--- src/rtl/pitch_stabilizer.sv ---
// Debounces the fft_pitch_detect peak-bin stream: commits a pitch after HOLD agreeing
// detections, converts it to Hz, and blanks the display after a silence timeout.
module pitch_stabilizer #(
    parameter int BIN_W          = 10,
    parameter int MIN_BIN        = 2,
    parameter int MAX_BIN        = 511,
    parameter int TOL            = 1,
    parameter int HOLD           = 4,
    parameter int TIMEOUT_CYCLES = 9216000,
    parameter int HZ_PER_BIN_Q8  = 12000,
    parameter int HZ_W           = 16
) (
    input  logic             clk,
    input  logic             reset,
    input  logic [BIN_W-1:0] in_bin,
    input  logic             in_valid,
    output logic [BIN_W-1:0] out_bin,
    output logic [HZ_W-1:0]  out_hz,
    output logic             out_valid,
    output logic             locked
);

    localparam int STREAK_W = $clog2(HOLD + 1);
    localparam int IDLE_W   = $clog2(TIMEOUT_CYCLES + 1);
    localparam int PROD_W   = BIN_W + 24;

    localparam logic [BIN_W:0]    MIN_V      = (BIN_W+1)'(MIN_BIN);
    localparam logic [BIN_W:0]    MAX_V      = (BIN_W+1)'(MAX_BIN);
    localparam logic [BIN_W:0]    TOL_V      = (BIN_W+1)'(TOL);
    localparam logic [BIN_W:0]    DIFF_ONE   = (BIN_W+1)'(1);
    localparam logic [STREAK_W-1:0] HOLD_V   = STREAK_W'(HOLD);
    localparam logic [STREAK_W-1:0] STR_ONE  = STREAK_W'(1);
    localparam logic [IDLE_W-1:0] TIMEOUT_V  = IDLE_W'(TIMEOUT_CYCLES);
    localparam logic [IDLE_W-1:0] TIMEOUT_M1 = IDLE_W'(TIMEOUT_CYCLES - 1);
    localparam logic [IDLE_W-1:0] IDLE_ONE   = IDLE_W'(1);
    localparam logic [PROD_W-1:0] HZ_Q8_V    = PROD_W'(HZ_PER_BIN_Q8);
    localparam logic [PROD_W-1:0] HZ_MAX_V   = PROD_W'({HZ_W{1'b1}});

    logic [BIN_W-1:0]    cand;
    logic [STREAK_W-1:0] streak;
    logic [IDLE_W-1:0]   idle;

    logic                accepted;
    logic                agree;
    logic                commit;
    logic                timeout_hit;
    logic [BIN_W:0]      diff;
    logic [BIN_W:0]      abs_diff;
    logic [BIN_W-1:0]    cand_nxt;
    logic [STREAK_W-1:0] streak_nxt;
    logic [PROD_W-1:0]   prod;
    logic [PROD_W-1:0]   hz_full;
    logic [HZ_W-1:0]     hz_nxt;

    always_comb begin
        accepted = in_valid && ({1'b0, in_bin} >= MIN_V) && ({1'b0, in_bin} <= MAX_V);

        // NOTE: one extra bit keeps the bin difference signed so |b - cand| is exact.
        diff     = {1'b0, in_bin} - {1'b0, cand};
        abs_diff = diff[BIN_W] ? (~diff + DIFF_ONE) : diff;
        agree    = (streak != '0) && (abs_diff <= TOL_V);

        cand_nxt   = agree ? cand : in_bin;
        streak_nxt = STR_ONE;
        if (agree) begin
            streak_nxt = (streak == HOLD_V) ? streak : streak + STR_ONE;
        end

        commit      = accepted && (streak_nxt == HOLD_V) && (streak < HOLD_V);
        timeout_hit = !accepted && (idle == TIMEOUT_M1);

        prod    = PROD_W'(cand_nxt) * HZ_Q8_V;
        hz_full = prod >> 8;
        hz_nxt  = (hz_full > HZ_MAX_V) ? {HZ_W{1'b1}} : hz_full[HZ_W-1:0];
    end

    always_ff @(posedge clk or posedge reset) begin
        if (reset) begin
            cand      <= '0;
            streak    <= '0;
            idle      <= '0;
            out_bin   <= '0;
            out_hz    <= '0;
            out_valid <= 1'b0;
            locked    <= 1'b0;
        end else begin
            out_valid <= 1'b0;
            if (accepted) begin
                idle   <= '0;
                cand   <= cand_nxt;
                streak <= streak_nxt;
                if (commit) begin
                    out_bin   <= cand_nxt;
                    out_hz    <= hz_nxt;
                    locked    <= 1'b1;
                    out_valid <= 1'b1;
                end
            end else begin
                if (idle != TIMEOUT_V) begin
                    idle <= idle + IDLE_ONE;
                end
                // A rejected detection or a silence timeout breaks the current run.
                if (in_valid || timeout_hit) begin
                    streak <= '0;
                end
                if (timeout_hit && locked) begin
                    out_bin   <= '0;
                    out_hz    <= '0;
                    locked    <= 1'b0;
                    out_valid <= 1'b1;
                end
            end
        end
    end

endmodule
--- config.mk ---
export PLATFORM = sky130hd
export DESIGN_NAME = pitch_stabilizer
export DESIGN_NICKNAME = d
export VERILOG_FILES = /design/src/rtl/pitch_stabilizer.sv
export SDC_FILE = /design/constraint.sdc
export NUM_CORES = 1
export LEC_CHECK = 0
export BUFFER_PORTS_ARGS = -buffer_cell sky130_fd_sc_hd__buf_2
export CAP_MARGIN = 20
export CORE_UTILIZATION = 35
export DETAILED_ROUTE_END_ITERATION = 8
export SLEW_MARGIN = 20
export SYNTH_ARGS = -nofsm -noshare
export SYNTH_HDL_FRONTEND = slang
export SYNTH_SLANG_ARGS = --single-unit
--- constraint.sdc ---
create_clock -name clk -period 19.95 [get_ports clk]
set_input_delay 1.995 -clock clk [delete_from_list [all_inputs] [get_ports clk]]
set_output_delay 1.995 -clock clk [all_outputs]
set_load 0.05 [all_outputs]
==> results summary <==
The async set-reset flop share out of synthesis is 1.00. The clock transition at the register clock pins on the worst setup and hold paths after CTS is 60 ps. In the finished design, the share of the clock period the worst path needs comes to 0.455. The total routed wirelength is 13,600 um.

For this configuration, the core starts out at a cell density of 0.363. The floorplan die area came out at 17,200 sq um. The estimated wirelength of the detail-placed design came out at between 10,000 and 15,000 um. The largest total area in the synthesized netlist belongs to sky130_fd_sc_hd__dfrtp_1. The minimum setup slack after placement came out at ~10,000 ps. The area share of the leading cell type in the synthesized netlist came out at 0.278. The commonest cells after synthesis are 110 x sky130_fd_sc_hd__inv_1, 65 x sky130_fd_sc_hd__dfrtp_1, 65 x sky130_fd_sc_hd__ha_1. The critical path startpoint category is an input pin. The pin count of the biggest net entering global routing is 66. The maximum fanout along the worst path came out at 12.

The net count of the finished layout came out at between 700 and 800. Once detail routing completed, the nets flagged for antenna violations numbered 0. Among all stages on the critical path, the largest delay is contributed by sky130_fd_sc_hd__nor4_1. Derived from the worst setup path, the maximum achievable clock frequency is 110 MHz. At the worst endpoint, the arrival time is about 9300 ps. The sink count of the clock tree is 65. The combinational cell fraction of total power came out at 0.524. Across every metal layer, demand over resource in global routing totals 0.165. The clock skew after layout is 10.2 ps. Among the stages of the critical path, the cell type that occurs most often is sky130_fd_sc_hd__inv_1. The number of hold violations in the final report is 0. The share of post-route cells with drive strength above 1 is 0.110. The via-per-instance ratio is between 5 and 6.

The die is around 130 um wide. The tightest min-delay check is of the reg -> reg type. The H-tree was split into 3 levels.

Relative to the synthesized area, the layout overhead comes to 11.8%. The count of placed standard cells including taps is 867. The share of total power dissipated in the clock network is 0.248. Ranked by total cell area, the synthesized netlist is headed by sky130_fd_sc_hd__dfrtp_1 28%, sky130_fd_sc_hd__ha_1 14%, sky130_fd_sc_hd__fa_1 13%, sky130_fd_sc_hd__inv_1 7.1%, sky130_fd_sc_hd__nor2_1 3.1%. The number of enable flip-flop cells after synthesis came out at 0.

The routed layout has around 4,500 vias. The number of antenna diodes in the final layout is 0. The post-cts sizing count is 0. The critical path required time came out at 20,160 ps. The initial antenna violation count came out at 0. After synthesis, the netlist uses 57 different library cells. The switching power share of the total is 0.414. Summed over all cells, the static leakage comes to 3.20 nW. At the pin with the least slew margin, the transition time is approximately 1000 ps. Power spread over the standard cell area amounts to about 100 nW/um^2. The number of buffers added on ports came out at 40. The slack of the critical path is 10,870 ps.

TritonCTS built the clock tree. The switching power summed over all nets is ~0.26 mW. The core outline area came out at 16,100 sq um. The share of the Yosys chip area taken by registers is 0.278. The mean instance size in the synthesized netlist is 9.33 sq um.

The die outline height came out at ~130 um. Synthesis inferred 65 register bits. The first routing iteration left 191 violations.

The number of placed I/O pins is 41. The worst setup path category is in -> reg. For flop-to-flop paths, the worst setup slack is ~12,000 ps.

Counting every instance in the synthesized netlist gives 627. The count of endpoints failing setup in the final report came out at 0. The final-report max-slew violation count is 0. The internal power consumption came out at 0.373 mW. The synthesized netlist occupies a cell area of 5850 sq um.

The wire length of the first global-routing pass came out at roughly 23,000 um. The max-cap check violation count is 0. The flow ran to the end, and the final reports show no timing, DRC or antenna violations.

In this run the post-CTS setup repair buffer count came out at 0. After detailed routing, the average wire length per cell comes to approximately 15 um. The net count after synthesis came out at ~740. The count of synthesis-stage warnings from yosys is 0.

At the end of the flow the core is filled with cells to 0.406. The final setup TNS is 0 ps. TritonCTS created 9 clock buffers. Among all flip-flop cells after synthesis, the most frequent one is sky130_fd_sc_hd__dfrtp_1.

The number of buffers added to fix hold violations after cts came out at 0. The post-layout minimum cycle time is 9080 ps. The final routed DRC violation total came out at 0. The clock latency on the worst-skew pair came out at between 300 and 400 ps.

The congestion estimate from routability-driven global placement came to 0.879. The largest vdd supply drop came out at roughly 0.048 mV. The number of core rows is 46. Leaving out filler cells and counting taps, the final layout contains 882.

The global-route congestion overflow total came out at 0. sky130_fd_sc_hd__inv_1 is the most common cell in the netlist. The largest single stage delay on the critical path is slightly below 600 ps. STA classifies the critical path endpoint as a flop.

In this run the deepest clock path goes through 2 buffers. The number of global-route vias before repair is 4,696. The number of iterations in the first detailed-routing pass came out at 5. The worst slew margin relative to its limit is 0.334. The root buffer cell is sky130_fd_sc_hd__clkbuf_16. Setup repair after global routing left no endpoint under its margin. The power share of the sequential group is 0.229.

The worst hold margin is about 480 ps.
## sequential cells by signal, indices dropped and copies added (netlist names)
name	count
locked	1
streak	3
out_bin	10
idle	24
out_hz	16
out_valid	1
cand	10
## metrics by stage
| step | area, sq um | total power, mW |
|---|---|---|
| after floorplan | 5850 | 0.409 |
| after global placement | 6230 | 0.470 |
| after detailed placement | 6230 | 0.474 |
| after CTS | 6530 | 0.639 |
| after global routing | 6540 | 0.691 |
| final | 6540 | 0.637 |
## layout by cell type (no fill, tap or decap), drive strengths merged, types with 17 or more instances in the layout
master  instances
ha             65
a21oi          23
xnor2          20
nand3          28
xor2           20
nand2          27
buf            42
nor2           50
o21ai          17
dfrtp          65
inv           111
fa             39
## layout make-up
class                      count  area [sq um]
fill                        1614          9580
multi-input combinational    434          3720
sequential                    65          1630
inverter                     110           413
tap                          216           270
clock buffer                   9           225
timing repair buffer          42           215
clock inverter                 6          68.8
## cell families after synthesis
family / after synthesis / share of synthesized area
adders and majority gates: 104 / 0.273
xor gates and xnor gates: 40 / 0.0599
AOI/OAI and AO/OA: 121 / 0.157
muxes: 1 / 0.00171
buffers and inverters: 128 / 0.0883
and+or+nand+nor: 168 / 0.143
DFF: 65 / 0.278
## power groups by stage
| stage | registers (mW) | logic [mW] | clock network, mW |
|---|---|---|---|
| after global routing | 0.146 | 0.380 | 0.165 |
| after CTS | 0.146 | 0.333 | 0.160 |
| after floorplan | 0.145 | 0.264 | 0 |
| after global placement | 0.147 | 0.322 | 0 |
| after detailed placement | 0.148 | 0.326 | 0 |
| final | 0.146 | 0.333 | 0.158 |
## worst max-delay path: cells and delay by family
| family | cells | cell delay (ps) |
|---|---|---|
| compound gates | 13 | 2760 |
| fa+ha+maj | 7 | 2590 |
| simple gates | 2 | 860 |
| xor+xnor | 3 | 640 |
| buf+inv | 6 | 410 |
## layer usage
metal / vias to the layer above / wire length (um) / track usage
met5: - / 0 / 0
met4: 0 / 306 / 0.0620
met3: 21 / 436 / 0.0301
met2: 78 / 6210 / 0.268
met1: 2170 / 6600 / 0.218
li1: 2230 / - / -
## worst paths after layout
kind / startpoint / end / cells after the start
worst min register to register: out_hz[12] / out_hz[12] / 1
worst min-delay path: out_hz[12] / out_hz[12] / 1
worst max register to register: cand[0] / out_hz[15] / 29
min in group asynchronous: reset / idle[17] / 3
worst max-delay path: in_bin[0] / out_hz[15] / 31
max in group asynchronous: reset / out_hz[13] / 3
Note: power is estimated with default switching activity, not from simulation.
